### src/rtl/uart_tx_arbiter.sv
// Round-robin arbiter that lets one of NUM_REQ byte sources own the UART TX FIFO
// for a whole message, with per-grant byte limit and stall timeout.
module uart_tx_arbiter #(
  parameter int DATA_BITS    = 8,
  parameter int NUM_REQ      = 4,
  parameter int MAX_BYTES    = 16,
  parameter int IDLE_TIMEOUT = 64
) (
  input  logic                         i_clk,
  input  logic                         i_rst,
  input  logic [NUM_REQ-1:0]           i_req_valid,
  input  logic [NUM_REQ*DATA_BITS-1:0] i_req_data,
  input  logic [NUM_REQ-1:0]           i_req_last,
  output logic [NUM_REQ-1:0]           o_req_ready,
  output logic [NUM_REQ-1:0]           o_grant,
  output logic                         o_write_uart,
  output logic [DATA_BITS-1:0]         o_write_data,
  input  logic                         i_tx_full,
  output logic                         o_abort,
  output logic                         o_truncated
);

  localparam int IDX_W = $clog2(NUM_REQ);
  localparam int CNT_W = $clog2(MAX_BYTES + 1);
  localparam int STL_W = $clog2(IDLE_TIMEOUT + 1);

  typedef enum logic [0:0] {ST_IDLE = 1'b0, ST_XFER = 1'b1} state_t;

  state_t             r_state, w_state_nxt;
  logic [IDX_W-1:0]   r_owner, w_owner_nxt;
  logic [IDX_W-1:0]   r_last_grant, w_last_grant_nxt;
  logic [NUM_REQ-1:0] r_grant, w_grant_nxt;
  logic [CNT_W-1:0]   r_byte_cnt, w_byte_cnt_nxt, w_byte_inc;
  logic [STL_W-1:0]   r_stall_cnt, w_stall_cnt_nxt, w_stall_inc;
  logic               r_abort, w_abort_nxt;
  logic               r_truncated, w_truncated_nxt;

  logic               w_pick_found;
  logic [IDX_W-1:0]   w_pick_idx, w_cand;
  logic               w_own_valid, w_own_last, w_accept;
  logic [DATA_BITS-1:0] w_own_data;

  // Round-robin search starting just above the previous owner.
  always_comb begin
    w_pick_found = 1'b0;
    w_pick_idx   = '0;
    w_cand       = '0;
    for (int i = 1; i <= NUM_REQ; i++) begin
      w_cand = IDX_W'((int'(r_last_grant) + i) % NUM_REQ);
      if (!w_pick_found && i_req_valid[w_cand]) begin
        w_pick_found = 1'b1;
        w_pick_idx   = w_cand;
      end else begin
        w_pick_found = w_pick_found;
      end
    end
  end

  assign w_own_valid = i_req_valid[r_owner];
  assign w_own_last  = i_req_last[r_owner];
  assign w_own_data  = i_req_data[int'(r_owner)*DATA_BITS +: DATA_BITS];
  assign w_byte_inc  = r_byte_cnt + CNT_W'(1);
  assign w_stall_inc = r_stall_cnt + STL_W'(1);

  // Combinational datapath from the current owner to the UART FIFO.
  always_comb begin
    o_req_ready  = '0;
    o_write_uart = 1'b0;
    o_write_data = '0;
    if (r_state == ST_XFER) begin
      o_req_ready[r_owner] = ~i_tx_full;
      o_write_uart         = w_own_valid & ~i_tx_full;
      o_write_data         = w_own_data;
    end else begin
      o_write_uart = 1'b0;
    end
  end

  assign w_accept = o_write_uart;

  // Next-state logic; every release path clears the grant and records the owner.
  always_comb begin
    w_state_nxt      = r_state;
    w_owner_nxt      = r_owner;
    w_last_grant_nxt = r_last_grant;
    w_grant_nxt      = r_grant;
    w_byte_cnt_nxt   = r_byte_cnt;
    w_stall_cnt_nxt  = r_stall_cnt;
    w_abort_nxt      = 1'b0;
    w_truncated_nxt  = 1'b0;
    case (r_state)
      ST_IDLE: begin
        if (w_pick_found) begin
          w_state_nxt     = ST_XFER;
          w_owner_nxt     = w_pick_idx;
          w_grant_nxt     = NUM_REQ'(1) << w_pick_idx;
          w_byte_cnt_nxt  = '0;
          w_stall_cnt_nxt = '0;
        end else begin
          w_grant_nxt = '0;
        end
      end
      ST_XFER: begin
        if (w_accept) begin
          if (w_own_last || (w_byte_inc == CNT_W'(MAX_BYTES))) begin
            w_state_nxt      = ST_IDLE;
            w_grant_nxt      = '0;
            w_last_grant_nxt = r_owner;
            w_byte_cnt_nxt   = '0;
            w_stall_cnt_nxt  = '0;
            w_truncated_nxt  = ~w_own_last;
          end else begin
            w_byte_cnt_nxt  = w_byte_inc;
            w_stall_cnt_nxt = '0;
          end
        end else if (!w_own_valid) begin
          if (w_stall_inc == STL_W'(IDLE_TIMEOUT)) begin
            w_state_nxt      = ST_IDLE;
            w_grant_nxt      = '0;
            w_last_grant_nxt = r_owner;
            w_byte_cnt_nxt   = '0;
            w_stall_cnt_nxt  = '0;
            w_abort_nxt      = 1'b1;
          end else begin
            w_stall_cnt_nxt = w_stall_inc;
          end
        end else begin
          // FIFO back-pressure is not the requester's fault: hold the stall count.
          w_stall_cnt_nxt = r_stall_cnt;
        end
      end
      default: begin
        w_state_nxt = ST_IDLE;
        w_grant_nxt = '0;
      end
    endcase
  end

  // State and output registers.
  always_ff @(posedge i_clk or posedge i_rst) begin
    if (i_rst) begin
      r_state      <= ST_IDLE;
      r_owner      <= '0;
      r_last_grant <= IDX_W'(NUM_REQ - 1);
      r_grant      <= '0;
      r_byte_cnt   <= '0;
      r_stall_cnt  <= '0;
      r_abort      <= 1'b0;
      r_truncated  <= 1'b0;
    end else begin
      r_state      <= w_state_nxt;
      r_owner      <= w_owner_nxt;
      r_last_grant <= w_last_grant_nxt;
      r_grant      <= w_grant_nxt;
      r_byte_cnt   <= w_byte_cnt_nxt;
      r_stall_cnt  <= w_stall_cnt_nxt;
      r_abort      <= w_abort_nxt;
      r_truncated  <= w_truncated_nxt;
    end
  end

  assign o_grant     = r_grant;
  assign o_abort     = r_abort;
  assign o_truncated = r_truncated;

endmodule

### config.mk
export PLATFORM = sky130hd
export DESIGN_NAME = uart_tx_arbiter
export DESIGN_NICKNAME = d
export VERILOG_FILES = /design/src/rtl/uart_tx_arbiter.sv
export SDC_FILE = /design/constraint.sdc
export NUM_CORES = 1
export LEC_CHECK = 0
export ABC_AREA = 1
export CORE_ASPECT_RATIO = 1.1
export CORE_MARGIN = 1.5
export CORE_UTILIZATION = 42
export DETAILED_ROUTE_END_ITERATION = 6
export PLACE_DENSITY = 0.77
export SLEW_MARGIN = 15
export SYNTH_ARGS = -nofsm -noshare
export SYNTH_HDL_FRONTEND = slang
export SYNTH_SLANG_ARGS = --single-unit
### constraint.sdc
create_clock -name i_clk -period 1.6 [get_ports i_clk]
set_clock_uncertainty 0.15 [all_clocks]
set_input_delay 0.4 -clock i_clk [delete_from_list [all_inputs] [get_ports i_clk]]
set_output_delay 0.4 -clock i_clk [all_outputs]
set_load 0.03 [all_outputs]
==> results.yml <==
outcome:
  status: "finished, violations left"
  violated_checks: "negative setup slack"
floorplanning:
  floorplan.io_pins: 62
  rows: 25
  floorplan.initialDensity_pct: 43.50
  die_width_um: 66.53
  floorplan.die.height_um: 72.88
  die_area_um2: 4848
  design.core.area_um2: 4285
worst_setup_path:
  critical_path.max_stage_delay_ps: 490
  worst_setup_path_end_kind: "output port"
  worstPathRequired_ps: 1050
  cell_breakdown_of_the_critical_path: "buf_12, nand2_2, inv_4, a22oi_2, a31oi_4, buf_6"
  r2r_slack_ps: -580
  startpoint_of_the_lowest_slack_register_to_register_path: "r_owner[0]$_DFFE_PP0P_"
  worst_ep_arrival_time_ps: 1640
  critical-path-slowest-cell: "sky130_fd_sc_hd__dfrtp_2"
  timing.critical_path.from_type: "register"
  cp_max_fo: 8
  worstRegToRegCells: 11
  type_of_the_worst_setup_path: "reg2out"
  regToRegEndpoint: "o_grant[3]$_DFFE_PP0P_"
yosys:
  syn-num-nets: 329
  synth_largest_area_cell: "sky130_fd_sc_hd__dfrtp_1"
  syn-mean-instance-area_um2: 6.564
  synthesized_area_um2: 1864
  synth_cells: 284
  synth_most_common_cell: "sky130_fd_sc_hd__nand2_1"
  synth_warnings: 0
  ys_seq_elements: 23
  asyncSetResetFlopFracSynth_pct: 100.0
  synth_seq_area_share_pct: 31.01
  yosysUniqueCellTypes: 32
  synth_top_cells_by_area: "sky130_fd_sc_hd__dfrtp_1, sky130_fd_sc_hd__nand2_1, sky130_fd_sc_hd__nand3_1"
  ys_top_cells_by_count: "sky130_fd_sc_hd__nand2_1, sky130_fd_sc_hd__nand3_1, sky130_fd_sc_hd__inv_1"
  synth-edff-count: 0
  synth-main-ff-cell: "sky130_fd_sc_hd__dfrtp_1"
  synth_top_area_share_pct: 28.19
pwr:
  ir_worst_vdd_mv: 1.517
  static-leakage-power_nw: 1.859
  power-per-cell-area_nw_per_um2: 1996
sta:
  min_period_ps: 2191
  worst_pin_slew_ps: 420.0
  rsz0062_at_grt: "true"
  finalWorstSetupSlack_ps: -591.4
  setup_viol: 36
  fmaxAchievable_mhz: 456.3
  min_period_over_period_pct: 137.0
  slew_viol_final: 0
  finalHoldViolations: 0
  timing.max_slew.rel_slack_pct: 71.80
route:
  finalWirelength_um: 10800
  overall_via_count_from_detail_route: 2933
  average_wire_per_standard_cell_um: 22.70
  remaining_drc_errors: 0
  via_per_inst: 6.162
  drt-pass1-iter-count: 5
  antenna_left: 0
  first_iter_violations: 291
grt:
  grt_pass1_vias: 2556
  initial_antenna_violation_count: 0
  groute.usage.overall_pct: 30.82
  grt_start_max_net_pins: 24
  overflow: 0
  grt_pass1_wl_um: 11510
cts:
  cts_max_level: 1
  cts_tree: "yes"
  ctsRootBufferMaster: "sky130_fd_sc_hd__clkbuf_8"
  clock_insertion_delay_worst_skew_ps: 290
  clk_pin_slew_ps: 100
  clk_path_buf_depth: 2
  clock_sink_count: 23
  holdBufCountCts: 0
  number_of_cts_inserted_buffers: 3
place:
  port_buffers: 61
  finalWeightedCongestion: 0.8361
  dpl_cell_area_um2: 3207
  placedCellCount: 450
  hpwlAfterDp_um: 4621
run:
  drv_cap: 0
finish:
  nets: 468
  stdcell_area_um2: 4018
  flow.area_growth_from_synthesis_pct: 115.5
  num_antenna_cells: 0
  final-instance-count-excl-fill: 476
  drive_gt1_share_pct: 59.24
worst_hold_path:
  hold_path.class: "in2async"
cell usage in the layout, fill, tap and decap left out, types with 8 or more instances in the layout:
| cell type | Yosys | layout |
|---|---|---|
| sky130_fd_sc_hd__nand3_1 | 39 | 18 |
| sky130_fd_sc_hd__clkdlybuf4s50_1 | 0 | 37 |
| sky130_fd_sc_hd__inv_1 | 26 | 18 |
| sky130_fd_sc_hd__nand2_4 | 3 | 26 |
| sky130_fd_sc_hd__buf_6 | 4 | 30 |
| sky130_fd_sc_hd__inv_2 | 6 | 8 |
| sky130_fd_sc_hd__nor2_4 | 4 | 10 |
| sky130_fd_sc_hd__nand3_2 | 2 | 16 |
| sky130_fd_sc_hd__a31oi_4 | 0 | 8 |
| sky130_fd_sc_hd__buf_4 | 1 | 59 |
| sky130_fd_sc_hd__nand2_1 | 97 | 45 |
| sky130_fd_sc_hd__nand2_2 | 7 | 34 |
| sky130_fd_sc_hd__a22oi_2 | 0 | 8 |
| sky130_fd_sc_hd__o21ai_2 | 0 | 9 |
| sky130_fd_sc_hd__dfrtp_1 | 21 | 19 |
registers in the layout (all words and copies together), names as in the netlist:
signal and flops:
o_abort 1, o_grant 4, o_truncated 1, r_byte_cnt 5
r_last_grant 2, r_owner 2, r_stall_cnt 7, r_state 1
layout make-up:
| cell class | instances | area (µm²) |
|---|---|---|
| clock buffers | 3 | 41.29 |
| clock inverters | 1 | 7.507 |
| fillers | 116 | 267.8 |
| inverters | 35 | 158.9 |
| multi-input cells | 217 | 1809 |
| flip-flops and latches | 23 | 580.6 |
| well taps | 54 | 67.56 |
| repair buffers | 143 | 1353 |
kinds of logic (layout without fill, tap and decap cells):
kind of cell | count (synthesis) | after routing | synth area share [%]
AOI/OAI and AO/OA | 37 | 37 | 11.88
xor gates and xnor gates | 2 | 2 | 0.9398
adders and majority gates | 2 | 2 | 1.342
buffers and inverters | 44 | 182 | 10.87
DFF | 23 | 23 | 31.01
and+or+nand+nor | 176 | 176 | 43.96
critical path: cells and delay by family, from the launching register on:
kind / cells / cell delay (ps)
flops: 1 / 490
buf+inv: 3 / 380
compound gates: 2 / 380
simple gates: 1 / 90
per-stage QoR:
| step | setup slack (ps) | hold slack (ps) | total power, W | utilization [%] | setup TNS (ps) |
|---|---|---|---|---|---|
| 2_1_floorplan | -130.5 | 250.4 | 0.003668 | - | -2272 |
| 3_3_place_gp | -491.2 | 328.9 | 0.005054 | 74.83 | -13530 |
| 3_5_place_dp | -522.6 | 331.6 | 0.005167 | 74.83 | -14900 |
| 4_1_cts | -435.3 | 303.7 | 0.006346 | 84.09 | -9474 |
| 5_1_grt | -627.1 | 296.8 | 0.008240 | 93.75 | -17790 |
| 6_report | -591.4 | 288.0 | 0.008017 | 93.75 | -16970 |
how the worst max path moves through the flow:
| stage | from | to | slack [ps] | cells after the start |
|---|---|---|---|---|
| 4_1_cts | r_owner[1]$_DFFE_PP0P_ | o_write_data[7] | -440 | 5 |
| 3_3_place_gp | i_req_valid[3] | o_write_uart | -490 | 8 |
| 3_5_place_dp | i_req_valid[2] | o_write_uart | -520 | 8 |
| 5_1_grt | r_owner[0]$_DFFE_PP0P_ | o_write_data[6] | -630 | 6 |
| 6_report | r_owner[0]$_DFFE_PP0P_ | o_write_data[6] | -590 | 6 |
| 2_1_floorplan | r_last_grant[0]$_DFFE_PP1P_ | r_stall_cnt[0]$_DFFE_PP0P_ | -130 | 13 |
report_power, final:
| group | leakage [nW] | internal [W] | switching [W] |
|---|---|---|---|
| clock network | 0.0217 | 0.000178 | 0.000223 |
| logic | 1.54 | 0.00282 | 0.00380 |
| registers | 0.300 | 0.000765 | 0.000234 |
| total | 1.86 | 0.00376 | 0.00425 |
what timing repair did:
item / in CTS / in global routing
endpoints found under the hold margin: 0 / 0
pin swaps: 27 / 30
buffers inserted: 11 / 12
resized for setup: 98 / 91
endpoints found under the setup margin: 41 / 40
routing by layer:
layer / GRT usage [%] / vias to the layer above / wire length [µm]
met5: 0 / - / 0
met4: 17.01 / 0 / 807
met3: 3.858 / 76 / 898
met2: 56.33 / 260 / 5235
met1: 34.01 / 1393 / 3862
li1: - / 1204 / -
(Power assumes the default switching activity.)
